$ cat config.mk
export PLATFORM = sky130hd
export DESIGN_NAME = regfile_wb_arbiter_flat
export DESIGN_NICKNAME = d
export VERILOG_FILES = /design/src/rtl/regfile_wb_arbiter_if.sv /design/src/rtl/regfile_wb_arbiter.sv /design/src/flat_wrapper.sv
export SDC_FILE = /design/constraint.sdc
export NUM_CORES = 1
export LEC_CHECK = 0
export BUFFER_PORTS_ARGS = -buffer_cell sky130_fd_sc_hd__buf_2
export CAP_MARGIN = 40
export CORE_UTILIZATION = 40
export CTS_BUF_LIST = sky130_fd_sc_hd__clkbuf_16
export CTS_CLUSTER_DIAMETER = 40
export DETAILED_ROUTE_END_ITERATION = 8
export GPL_TIMING_DRIVEN = 0
export PLACE_DENSITY = 0.67
export REMOVE_ABC_BUFFERS = 1
export SYNTH_ARGS = -nofsm -noshare
export SYNTH_HDL_FRONTEND = slang
export SYNTH_SLANG_ARGS = --single-unit
$ cat constraint.sdc
create_clock -name clk -period 4.69 [get_ports clk]
set_input_delay 0.7035 -clock clk [delete_from_list [all_inputs] [get_ports clk]]
set_output_delay 0.7035 -clock clk [all_outputs]
set_load 0.01 [all_outputs]
$ cat src/rtl/regfile_wb_arbiter_if.sv
// Register-file writeback arbiter bus: pipeline writeback, long-latency
// result handshake, register-file write port and interlock/status outputs.
interface regfile_wb_arbiter_if #(
    parameter int unsigned XLEN       = 32,
    parameter int unsigned FIFO_DEPTH = 4
);
    localparam int unsigned CW = $clog2(FIFO_DEPTH) + 1;

    logic            wb_valid;
    logic [4:0]      wb_rd;
    logic [XLEN-1:0] wb_data;
    logic            ll_valid;
    logic            ll_ready;
    logic [4:0]      ll_rd;
    logic [XLEN-1:0] ll_data;
    logic            rf_we;
    logic [4:0]      rf_rd;
    logic [XLEN-1:0] rf_wdata;
    logic [31:0]     busy_mask;
    logic [CW-1:0]   fifo_count;
    logic            stall_req;

    // Pipeline / long-latency producers side
    modport master (
        output wb_valid, wb_rd, wb_data, ll_valid, ll_rd, ll_data,
        input  ll_ready, rf_we, rf_rd, rf_wdata, busy_mask, fifo_count, stall_req
    );

    // Arbiter side
    modport slave (
        input  wb_valid, wb_rd, wb_data, ll_valid, ll_rd, ll_data,
        output ll_ready, rf_we, rf_rd, rf_wdata, busy_mask, fifo_count, stall_req
    );
endinterface

$ cat src/rtl/regfile_wb_arbiter.sv
// Single writer for the register-file write port. Pipeline writebacks always
// win; long-latency results wait in a small FIFO and drain on idle cycles.
// WAW hazards are resolved by killing older queued entries for the same
// register, and busy_mask tracks registers with a live queued write.
// Optional feature macro: STARVE_GUARD_EN (head starvation guard, stall_req).
module regfile_wb_arbiter #(
    parameter int unsigned XLEN         = 32,
    parameter int unsigned FIFO_DEPTH   = 4,
    parameter int unsigned STARVE_LIMIT = 8
) (
    input  logic                 clk,
    input  logic                 rst_n,
    regfile_wb_arbiter_if.slave  bus
);
    localparam int unsigned AW = $clog2(FIFO_DEPTH);
    localparam int unsigned CW = AW + 1;

    // Elaboration-time parameter sanity
    if (FIFO_DEPTH < 2 || (FIFO_DEPTH & (FIFO_DEPTH - 1)) != 0 || STARVE_LIMIT < 1) begin : g_bad_param
        $error("regfile_wb_arbiter: illegal FIFO_DEPTH or STARVE_LIMIT");
    end

    logic [4:0]        ent_rd   [FIFO_DEPTH];
    logic [XLEN-1:0]   ent_data [FIFO_DEPTH];
    logic [FIFO_DEPTH-1:0] ent_live;
    logic [CW-1:0]     wr_ptr, rd_ptr;

    logic              ll_ready_q;
    logic              rf_we_q;
    logic [4:0]        rf_rd_q;
    logic [XLEN-1:0]   rf_wdata_q;
    logic [31:0]       busy_q;
    logic [CW-1:0]     count_q;

    logic [AW-1:0]     wr_idx, rd_idx;
    logic              empty, head_live;
    logic              wb_write, enq, enq_live, pop, ll_write;
    logic [CW-1:0]     wr_ptr_n, rd_ptr_n, count_n;
    logic [FIFO_DEPTH-1:0] live_n;
    logic [31:0]       busy_n;

    // Arbitration decode: who writes this cycle, what pops, what enqueues
    always_comb begin
        wr_idx    = wr_ptr[AW-1:0];
        rd_idx    = rd_ptr[AW-1:0];
        empty     = (wr_ptr == rd_ptr);
        head_live = !empty && ent_live[rd_idx];
        wb_write  = bus.wb_valid && (bus.wb_rd != 5'd0);
        enq       = bus.ll_valid && ll_ready_q && (bus.ll_rd != 5'd0);
        // Pipeline write to the same register in the same cycle is newer
        enq_live  = !(wb_write && (bus.wb_rd == bus.ll_rd));
        // Dead heads drain unconditionally; live heads only when the pipeline is idle
        pop       = !empty && (!ent_live[rd_idx] || !wb_write);
        ll_write  = pop && head_live;
        wr_ptr_n  = wr_ptr + CW'(enq);
        rd_ptr_n  = rd_ptr + CW'(pop);
        count_n   = wr_ptr_n - rd_ptr_n;
    end

    // Next liveness of every slot and the resulting exact busy mask
    always_comb begin
        live_n = ent_live;
        busy_n = '0;
        for (int i = 0; i < FIFO_DEPTH; i++) begin
            if (wb_write && (ent_rd[i] == bus.wb_rd)) live_n[i] = 1'b0;
            if (enq && (ent_rd[i] == bus.ll_rd))      live_n[i] = 1'b0;
        end
        if (pop) live_n[rd_idx] = 1'b0;
        if (enq) live_n[wr_idx] = enq_live;
        for (int i = 0; i < FIFO_DEPTH; i++) begin
            if (live_n[i]) begin
                if (enq && (AW'(i) == wr_idx)) busy_n[bus.ll_rd]  = 1'b1;
                else                           busy_n[ent_rd[i]] = 1'b1;
            end
        end
        busy_n[0] = 1'b0;
    end

    // FIFO control state, status flags and queued destination registers
    always_ff @(posedge clk or negedge rst_n) begin
        if (!rst_n) begin
            wr_ptr     <= '0;
            rd_ptr     <= '0;
            ent_live   <= '0;
            ll_ready_q <= 1'b1;
            busy_q     <= '0;
            count_q    <= '0;
            for (int i = 0; i < FIFO_DEPTH; i++) ent_rd[i] <= '0;
        end else begin
            wr_ptr     <= wr_ptr_n;
            rd_ptr     <= rd_ptr_n;
            ent_live   <= live_n;
            ll_ready_q <= (count_n != CW'(FIFO_DEPTH));
            busy_q     <= busy_n;
            count_q    <= count_n;
            if (enq) ent_rd[wr_idx] <= bus.ll_rd;
        end
    end

    // Queued result data; liveness is tracked separately so no reset needed
    always_ff @(posedge clk) begin
        if (enq) ent_data[wr_idx] <= bus.ll_data;
    end

    // Registered register-file write port
    always_ff @(posedge clk or negedge rst_n) begin
        if (!rst_n) begin
            rf_we_q    <= 1'b0;
            rf_rd_q    <= '0;
            rf_wdata_q <= '0;
        end else begin
            rf_we_q <= wb_write || ll_write;
            if (wb_write) begin
                rf_rd_q    <= bus.wb_rd;
                rf_wdata_q <= bus.wb_data;
            end else if (ll_write) begin
                rf_rd_q    <= ent_rd[rd_idx];
                rf_wdata_q <= ent_data[rd_idx];
            end
        end
    end

`ifdef STARVE_GUARD_EN
    localparam int unsigned SW = $clog2(STARVE_LIMIT + 1);

    logic [SW-1:0] starve_cnt;
    logic          stall_q;
    logic          blocked;

    assign blocked = head_live && wb_write;

    // Count cycles a live head is blocked; pulse stall_req at the limit
    always_ff @(posedge clk or negedge rst_n) begin
        if (!rst_n) begin
            starve_cnt <= '0;
            stall_q    <= 1'b0;
        end else if (blocked) begin
            if (starve_cnt == SW'(STARVE_LIMIT - 1)) begin
                starve_cnt <= '0;
                stall_q    <= 1'b1;
            end else begin
                starve_cnt <= starve_cnt + SW'(1);
                stall_q    <= 1'b0;
            end
        end else begin
            starve_cnt <= '0;
            stall_q    <= 1'b0;
        end
    end

    // The pipeline must honour the stall; it still wins if it does not
    a_stall_honoured: assert property (@(posedge clk) disable iff (!rst_n) stall_q |-> !bus.wb_valid);

    assign bus.stall_req = stall_q;
`else
    assign bus.stall_req = 1'b0;
`endif

    assign bus.ll_ready   = ll_ready_q;
    assign bus.rf_we      = rf_we_q;
    assign bus.rf_rd      = rf_rd_q;
    assign bus.rf_wdata   = rf_wdata_q;
    assign bus.busy_mask  = busy_q;
    assign bus.fifo_count = count_q;
endmodule
$ cat src/flat_wrapper.sv
// flat-port wrapper written by rule: the top's interface ports become plain ports
module regfile_wb_arbiter_flat 
#(
    parameter int unsigned XLEN         = 32,
    parameter int unsigned FIFO_DEPTH   = 4,
    parameter int unsigned STARVE_LIMIT = 8
)
  (clk, rst_n, bus_wb_valid, bus_wb_rd, bus_wb_data, bus_ll_valid, bus_ll_rd, bus_ll_data, bus_ll_ready, bus_rf_we, bus_rf_rd, bus_rf_wdata, bus_busy_mask, bus_fifo_count, bus_stall_req);
  regfile_wb_arbiter_if #(.XLEN(XLEN), .FIFO_DEPTH(FIFO_DEPTH)) bus_i ();
  input  logic clk;
  input  logic rst_n;
  input wire logic [$bits(bus_i.wb_valid)-1:0] bus_wb_valid;
  input wire logic [$bits(bus_i.wb_rd)-1:0] bus_wb_rd;
  input wire logic [$bits(bus_i.wb_data)-1:0] bus_wb_data;
  input wire logic [$bits(bus_i.ll_valid)-1:0] bus_ll_valid;
  input wire logic [$bits(bus_i.ll_rd)-1:0] bus_ll_rd;
  input wire logic [$bits(bus_i.ll_data)-1:0] bus_ll_data;
  output wire logic [$bits(bus_i.ll_ready)-1:0] bus_ll_ready;
  output wire logic [$bits(bus_i.rf_we)-1:0] bus_rf_we;
  output wire logic [$bits(bus_i.rf_rd)-1:0] bus_rf_rd;
  output wire logic [$bits(bus_i.rf_wdata)-1:0] bus_rf_wdata;
  output wire logic [$bits(bus_i.busy_mask)-1:0] bus_busy_mask;
  output wire logic [$bits(bus_i.fifo_count)-1:0] bus_fifo_count;
  output wire logic [$bits(bus_i.stall_req)-1:0] bus_stall_req;
  assign bus_i.wb_valid = bus_wb_valid;
  assign bus_i.wb_rd = bus_wb_rd;
  assign bus_i.wb_data = bus_wb_data;
  assign bus_i.ll_valid = bus_ll_valid;
  assign bus_i.ll_rd = bus_ll_rd;
  assign bus_i.ll_data = bus_ll_data;
  assign bus_ll_ready = bus_i.ll_ready;
  assign bus_rf_we = bus_i.rf_we;
  assign bus_rf_rd = bus_i.rf_rd;
  assign bus_rf_wdata = bus_i.rf_wdata;
  assign bus_busy_mask = bus_i.busy_mask;
  assign bus_fifo_count = bus_i.fifo_count;
  assign bus_stall_req = bus_i.stall_req;
  regfile_wb_arbiter #(.XLEN(XLEN), .FIFO_DEPTH(FIFO_DEPTH), .STARVE_LIMIT(STARVE_LIMIT)) u_core (.clk(clk), .rst_n(rst_n), .bus(bus_i));
endmodule
==> metrics, run 1 <==
first-pass GRT wire length=54.4 mm; die boundary width=175 um; final setup margin=969 ps; post-CTS setup buffer count=0; Final #Nets=1,220; FF+latch count, synth=231; post-synth top area share=32.0%; vias in the first global route=9,499; Max Slew Vio Count=0; Initial Utilization=40.6%; fin util=49.3%; CP Max Fanout=56; Syn. warnings=0; Clock Latency Late Sink=530 ps; cts bufs inserted=36; Die Y=175 um; Max Freq=0.269 GHz; CP Cell Sequence=buf_2 -> nor3_1 -> a21o_1 -> inv_1 -> nand2_1 -> inv_4 -> buf_16 -> nand2b_1 -> o32ai_1 -> o41ai_2 -> buf_4 -> buf_2 -> o221ai_1; CTS clk-pin slew, worst paths=60 ps; n_diodes=0; CP max stage delay=380 ps; final setup fails=0; multi-input logic area=5190 um^2; post_cts resized=0; Fillers=2,629; vias after detailed routing=9,266; Initial DRT Pass Iterations=9; Worst VDD drop=0.319 mV; Hold Slack=179 ps; synth unique cells=64; Req. time, crit path=5100 ps; Post-Syn Area=12,000 um^2; asr flop ratio synth=44.6%; MaxCap Viol Count=0; antenna-violating nets left=0; I/O pins=153; Reg area=6430 um^2; violated checks=design-rule violations; flop-to-flop setup slack=1020 ps; largest net degree at the start of global routing=63; Worst setup SP type=input pin; Top FF cell, synth=edfxtp_1; H-tree Lvls=2; crit path kind=in2reg; Initial DRC Count=1,037; DRC Markers=4; Tcrit/Tclk final=79.3%; Root Buffer=clkbuf_16; core area=29,600 um^2; grt total ovfl=0; hold crit path type=in2async; number of port buffers=150; Layout area overhead=21.3%; register area share after synthesis=53.5%; Slowest cell on crit path=nand2_1; drt total wl=34.9 mm; HPWL Detailed=22.5 mm; DR vias/cell=5.96; skew final=25.7 ps; TritonCTS Sinks=231; Area contributors post-synth=edfxtp_1, dfrtp_1, mux4_2; shortest period the worst path allows=3720 ps; initial antenna violation count=0; Post-synth EDFFs=128; area leader, netlist=edfxtp_1; die area=30,700 um^2; GRT Overall Usage=22.9%; Least-Margin Pin Slew=912 ps; syn avg cell area=11.7 um^2; Max Root-Sink Buffers=3; Power Density=698 nW/um^2; drt wl/cell=22.5 um; status=complete, but fails checks; Post-Synthesis Cells=1,024; Worst Setup End Kind=flip-flop; Data arrival, critical path=4130 ps; row count=63; relative slew slack=39.0%; layout cells sized above 1=26.9%; CTS tree=yes; post-route cell area=14,600 um^2; P_leak=5.73 nW; Placed Area=13,300 um^2; setup slack at placement=586 ps; unrepaired setup endpoints after global routing=false; GP Congestion=0.888; CTS Hold Bufs=0; most frequent CP cell=buf_2; final hold vios=0
==> area by class of cell <==
class | count | share of cell area (%)
tap | 390 | 3.35
timing repair buffer | 175 | 7.75
multi-input combinational | 680 | 35.6
sequential | 231 | 44.1
clock buffer | 37 | 6.35
clock inverter | 29 | 2.50
inverter | 12 | 0.326
==> report_power, final <==
part           total [mW]  internal [mW]  leakage, nW  switching (mW)
registers            3.47           2.75         2.47           0.723
clock network        2.82           1.84        0.623           0.984
logic                3.87           1.68         2.64            2.20
total                10.2           6.27         5.73            3.90
==> sequential cells by signal, indices dropped and copies added, names as in the netlist, 3 cells and up <==
| signal | cells |
|---|---|
| u_core.bus.busy_mask | 31 |
| u_core.ent_rd | 20 |
| u_core.wr_ptr | 3 |
| u_core.ent_live | 4 |
| u_core.bus.fifo_count | 3 |
| u_core.bus.rf_wdata | 32 |
| u_core.bus.rf_rd | 5 |
| u_core.ent_data | 128 |
| u_core.rd_ptr | 3 |
==> stage by stage <==
stage               std cells  power [mW]  TNS, ps
floorplan                 923        5.75   -16760
global placement         1463        7.11  -306060
detailed placement       1488        7.32        0
CTS                      1554        10.2        0
global route             1554        10.7        0
finish                   1554        10.2        0
==> cells in the final DEF (no fill, tap or decap), types with 13 or more instances in the layout <==
cell	count
a21oi_1	46
a221oi_1	13
a222oi_1	17
and3_1	15
buf_2	152
clkbuf_16	37
dfrtp_1	100
edfxtp_1	128
mux2i_1	47
mux4_2	38
nand2_1	85
nand3_1	30
nor2_1	46
nor3_1	21
nor3b_1	23
nor4_1	23
o21ai_0	67
o221ai_1	29
o31ai_1	19
xnor2_1	38
xor2_1	14
==> path summary, 6_finish.rpt <==
check	from	end	cells past startpoint
setup / recovery	bus_ll_rd[2]	u_core.bus.busy_mask[28]	13
hold / removal	rst_n	u_core.bus.rf_wdata[11]	1
setup reg to reg	u_core.rd_ptr[0]	u_core.bus.busy_mask[30]	8
hold reg to reg	u_core.rd_ptr[2]	u_core.rd_ptr[2]	1
max in group asynchronous	rst_n	u_core.bus.ll_ready	2
min in group clk	bus_wb_data[12]	u_core.bus.rf_wdata[12]	3
==> logic make-up (layout without fill, tap and decap cells) <==
kind of cell               Yosys count  in the layout  share of synthesized area, %
buffers and inverters              114            253                          3.83
and+or+nand+nor                    307            307                          13.9
muxes                               95             95                          12.0
DFF                                231            231                          53.5
AOI/OAI and AO/OA                  218            218                          12.3
xor gates and xnor gates            52             52                          3.79
other                                1              2                        0.0312
adders and majority gates            6              6                         0.687
==> critical path: cells and delay by family <==
kind | cells | cell delay (ps)
simple gates | 3 | 800
compound gates | 4 | 1170
buf+inv | 6 | 1430
==> per-layer routing <==
| layer | global-route usage [%] | share of wire [%] | vias to the layer above |
|---|---|---|---|
| met5 | 0 | 0 | - |
| met4 | 9.75 | 3.8 | 0 |
| met3 | 4.65 | 9.2 | 109 |
| met2 | 35.9 | 46 | 536 |
| met1 | 30.8 | 41 | 4468 |
| li1 | - | - | 4153 |
==> synth_stat cells (4+ instances only) <==
cell type,n
ha_1,5
and3b_1,4
and2_1,7
xor2_1,14
a222oi_1,17
and3_1,15
nand3b_1,11
o221ai_1,29
xnor2_1,38
buf_1,4
mux4_2,38
nand2_1,85
nor2_1,47
clkbuf_1,81
nor2b_1,7
a221oi_1,13
nor3_1,23
a21oi_1,46
dfrtp_1,102
o21ai_0,67
o41ai_1,5
nor3b_1,23
edfxtp_1,128
o31ai_1,19
mux2i_1,47
inv_1,11
nand3_1,30
or3b_2,4
buf_2,11
nor4_1,23
mux2_2,10
nand2b_1,11
No activity file was read; power rests on OpenSTA's default activity.
==> inputs of run 2 (changes only) <==
--- a/config.mk
+++ b/config.mk
@@ -12,7 +12,7 @@
 export CTS_CLUSTER_DIAMETER = 40
 export DETAILED_ROUTE_END_ITERATION = 8
 export GPL_TIMING_DRIVEN = 0
-export PLACE_DENSITY = 0.67
+export PLACE_DENSITY = 0.69
 export REMOVE_ABC_BUFFERS = 1
 export SYNTH_ARGS = -nofsm -noshare
 export SYNTH_HDL_FRONTEND = slang
==> constraint.sdc (replaced) <==
create_clock -name clk -period 3.25 [get_ports clk]
set_input_delay 0.4875 -clock clk [delete_from_list [all_inputs] [get_ports clk]]
set_output_delay 0.4875 -clock clk [all_outputs]
set_load 0.01 [all_outputs]
==> metrics, run 2 (synthesis results as in run 1) <==
core area=29,600 um^2 (unchanged); Least-Margin Pin Slew=993 ps (+80.9 ps); Layout area overhead=20.8%; cts bufs inserted=37 (+2.8%); Reg power frac=34.4% (+0.3 points); GRT Overall Usage=22.4% (-0.47 points); Switching Share=39.5% (+1.1 points); final hold vios=0 (unchanged); GP Congestion=0.904 (+1.8%); Clock Latency Late Sink=520 ps (about the same); CP Max Fanout=15 (-73%); H-tree Lvls=2 (unchanged); DRC Markers=0 (-4); unrepaired setup endpoints after global routing=false; vias after detailed routing=9,394 (+1.4%); Final #Nets=1,226 (+0.49%); row count=63 (unchanged); TritonCTS Sinks=231 (unchanged); final setup margin=117 ps (-852 ps); Clk pwr share=25.1% (-2.7 points); final setup fails=0 (unchanged); most frequent cells in the layout=buf_2, edfxtp_1, dfrtp_1, nand2_1, o21ai_0; Worst VDD drop=0.407 mV (+28%); max FFs per register=128 (unchanged); largest net degree at the start of global routing=57 (-9.5%); layout cells sized above 1=27.6% (+0.69 points); Tcrit/Tclk final=96.4%; CTS clk-pin slew, worst paths=50 ps (about the same); flop-to-flop setup slack=120 ps (-900 ps); antenna-violating nets left=0 (unchanged); Max Freq=0.319 GHz; Placed Area=13,200 um^2 (-0.29%); FF-to-FF End=u_core.bus.busy_mask[8]; Initial DRC Count=1,033 (-0.39%); initial antenna violation count=1 (+1); I/O pins=153 (unchanged); Max Slew Vio Count=0 (unchanged); first-pass GRT wire length=53.4 mm (-1.8%); Top reg by flops=u_core.ent_data; status=completed; Die Y=175 um (unchanged); MaxCap Viol Count=0 (unchanged); drt wl/cell=22.0 um (-1.9%); Worst setup SP type=flip-flop; number of port buffers=150 (unchanged); Data arrival, critical path=3480 ps (-650 ps); DR vias/cell=6.02 (+0.93%); CTS tree=yes; hold crit path type=in2async; vias in the first global route=9,406 (-0.98%); relative slew slack=33.6% (-5.4 points); setup slack at placement=-565 ps (-1150 ps); drt total wl=34.4 mm (-1.4%); Req. time, crit path=3590 ps (-1510 ps); internal power=8.67 mW (+38%); Comb power frac=40.5% (+2.4 points); reg2reg path depth=8 (unchanged); die area=30,700 um^2 (unchanged); Power Density=986 nW/um^2 (+41%); Root Buffer=clkbuf_16; P_leak=5.72 nW (-0.21%); skew final=18.9 ps (-6.73 ps); grt total ovfl=0 (unchanged); crit path kind=reg2reg; Psw=5.65 mW (+45%); Initial DRT Pass Iterations=8 (-1); post-route cell area=14,500 um^2 (-0.39%); fin util=49.1% (-0.19 points); most common cell after layout, fill and taps aside=buf_2; shortest period the worst path allows=3130 ps; Worst Setup End Kind=flip-flop; n_diodes=0 (unchanged); Max Root-Sink Buffers=3 (unchanged); FF-to-FF Start=u_core.ent_rd[14]; Initial Utilization=40.6% (unchanged); HPWL Detailed=22.3 mm (-0.74%); die boundary width=175 um (unchanged)
[run 2: cell types whose count changed in the layout (fill, tap and decap cells not counted), moves of 2 or more]
cell / change
inv_8: +2
clkinv_2: +3
clkinv_4: +3
clkbuf_16: +2
inv_1: +2
bufinv_16: -7
clkinvlp_4: +2
clkinv_1: -3
buf_4: +3
[run 2: power by group through the flow]
stage | registers (mW) | logic (mW) | clock network [mW]
2_1_floorplan | 4.91 | 3.39 | 0
3_3_place_gp | 5.09 | 4.89 | 0
3_5_place_dp | 4.95 | 5.54 | 0
4_1_cts | 4.87 | 5.68 | 3.68
5_1_grt | 4.98 | 6.29 | 3.81
6_report | 4.92 | 5.80 | 3.59
[run 2: area by class of cell]
class	count	area, um^2
multi-input combinational	680	5210
fill	2583	15000
sequential	231	6430
clock inverter	30	218
clock buffer	38	951
inverter	12	52.6
tap	390	488
timing repair buffer	180	1170
[run 2: per-stage QoR]
stage                     power [mW]  cells  TNS (ps)  hold slack, ps
after CTS                       14.2   1558         0            57.2
final                           14.3   1561         0            42.9
after detailed placement        10.5   1486    -12840             518
after global placement          9.98   1463   -488030             516
after floorplan                 8.30    923   -158220             192
after global routing            15.1   1561         0            95.2
[run 2: what timing repair did]
action	4_1_cts	5_1_grt
hold buffers	0	0
gates resized for setup	5	2
endpoints found under the setup margin	28	21
cloned	0	1
pin swaps	2	1
buffers inserted	4	2
[run 2: how the worst max path moves through the flow]
stage	from	endpoint	slack, ps
5_1_grt	u_core.rd_ptr[1]	u_core.bus.ll_ready	10
3_3_place_gp	bus_ll_rd[2]	u_core.ent_data[1][2]	-4010
3_5_place_dp	bus_ll_rd[2]	u_core.bus.busy_mask[16]	-560
6_report	u_core.ent_rd[14]	u_core.bus.busy_mask[8]	120
4_1_cts	u_core.bus.ll_ready	u_core.bus.busy_mask[16]	100
2_1_floorplan	bus_ll_rd[2]	u_core.ent_data[1][0]	-1740
[run 2: critical path, cell delays in order, from the launching register on]
cell	delay [ps]
dfrtp_1	710
xnor2_1	180
nand3_1	100
o41ai_2	620
buf_2	360
nor3_2	170
buf_6	210
a222oi_1	350
o221ai_1	260
[run 2: metal layers]
metal | global-route usage [%] | part of all wire (%) | up-vias
met1 | 31.0 | 41 | 4576
li1 | - | - | 4160
met3 | 4.52 | 9.5 | 110
met2 | 34.8 | 46 | 546
met5 | 0 | 0.023 | -
met4 | 8.44 | 3.2 | 2
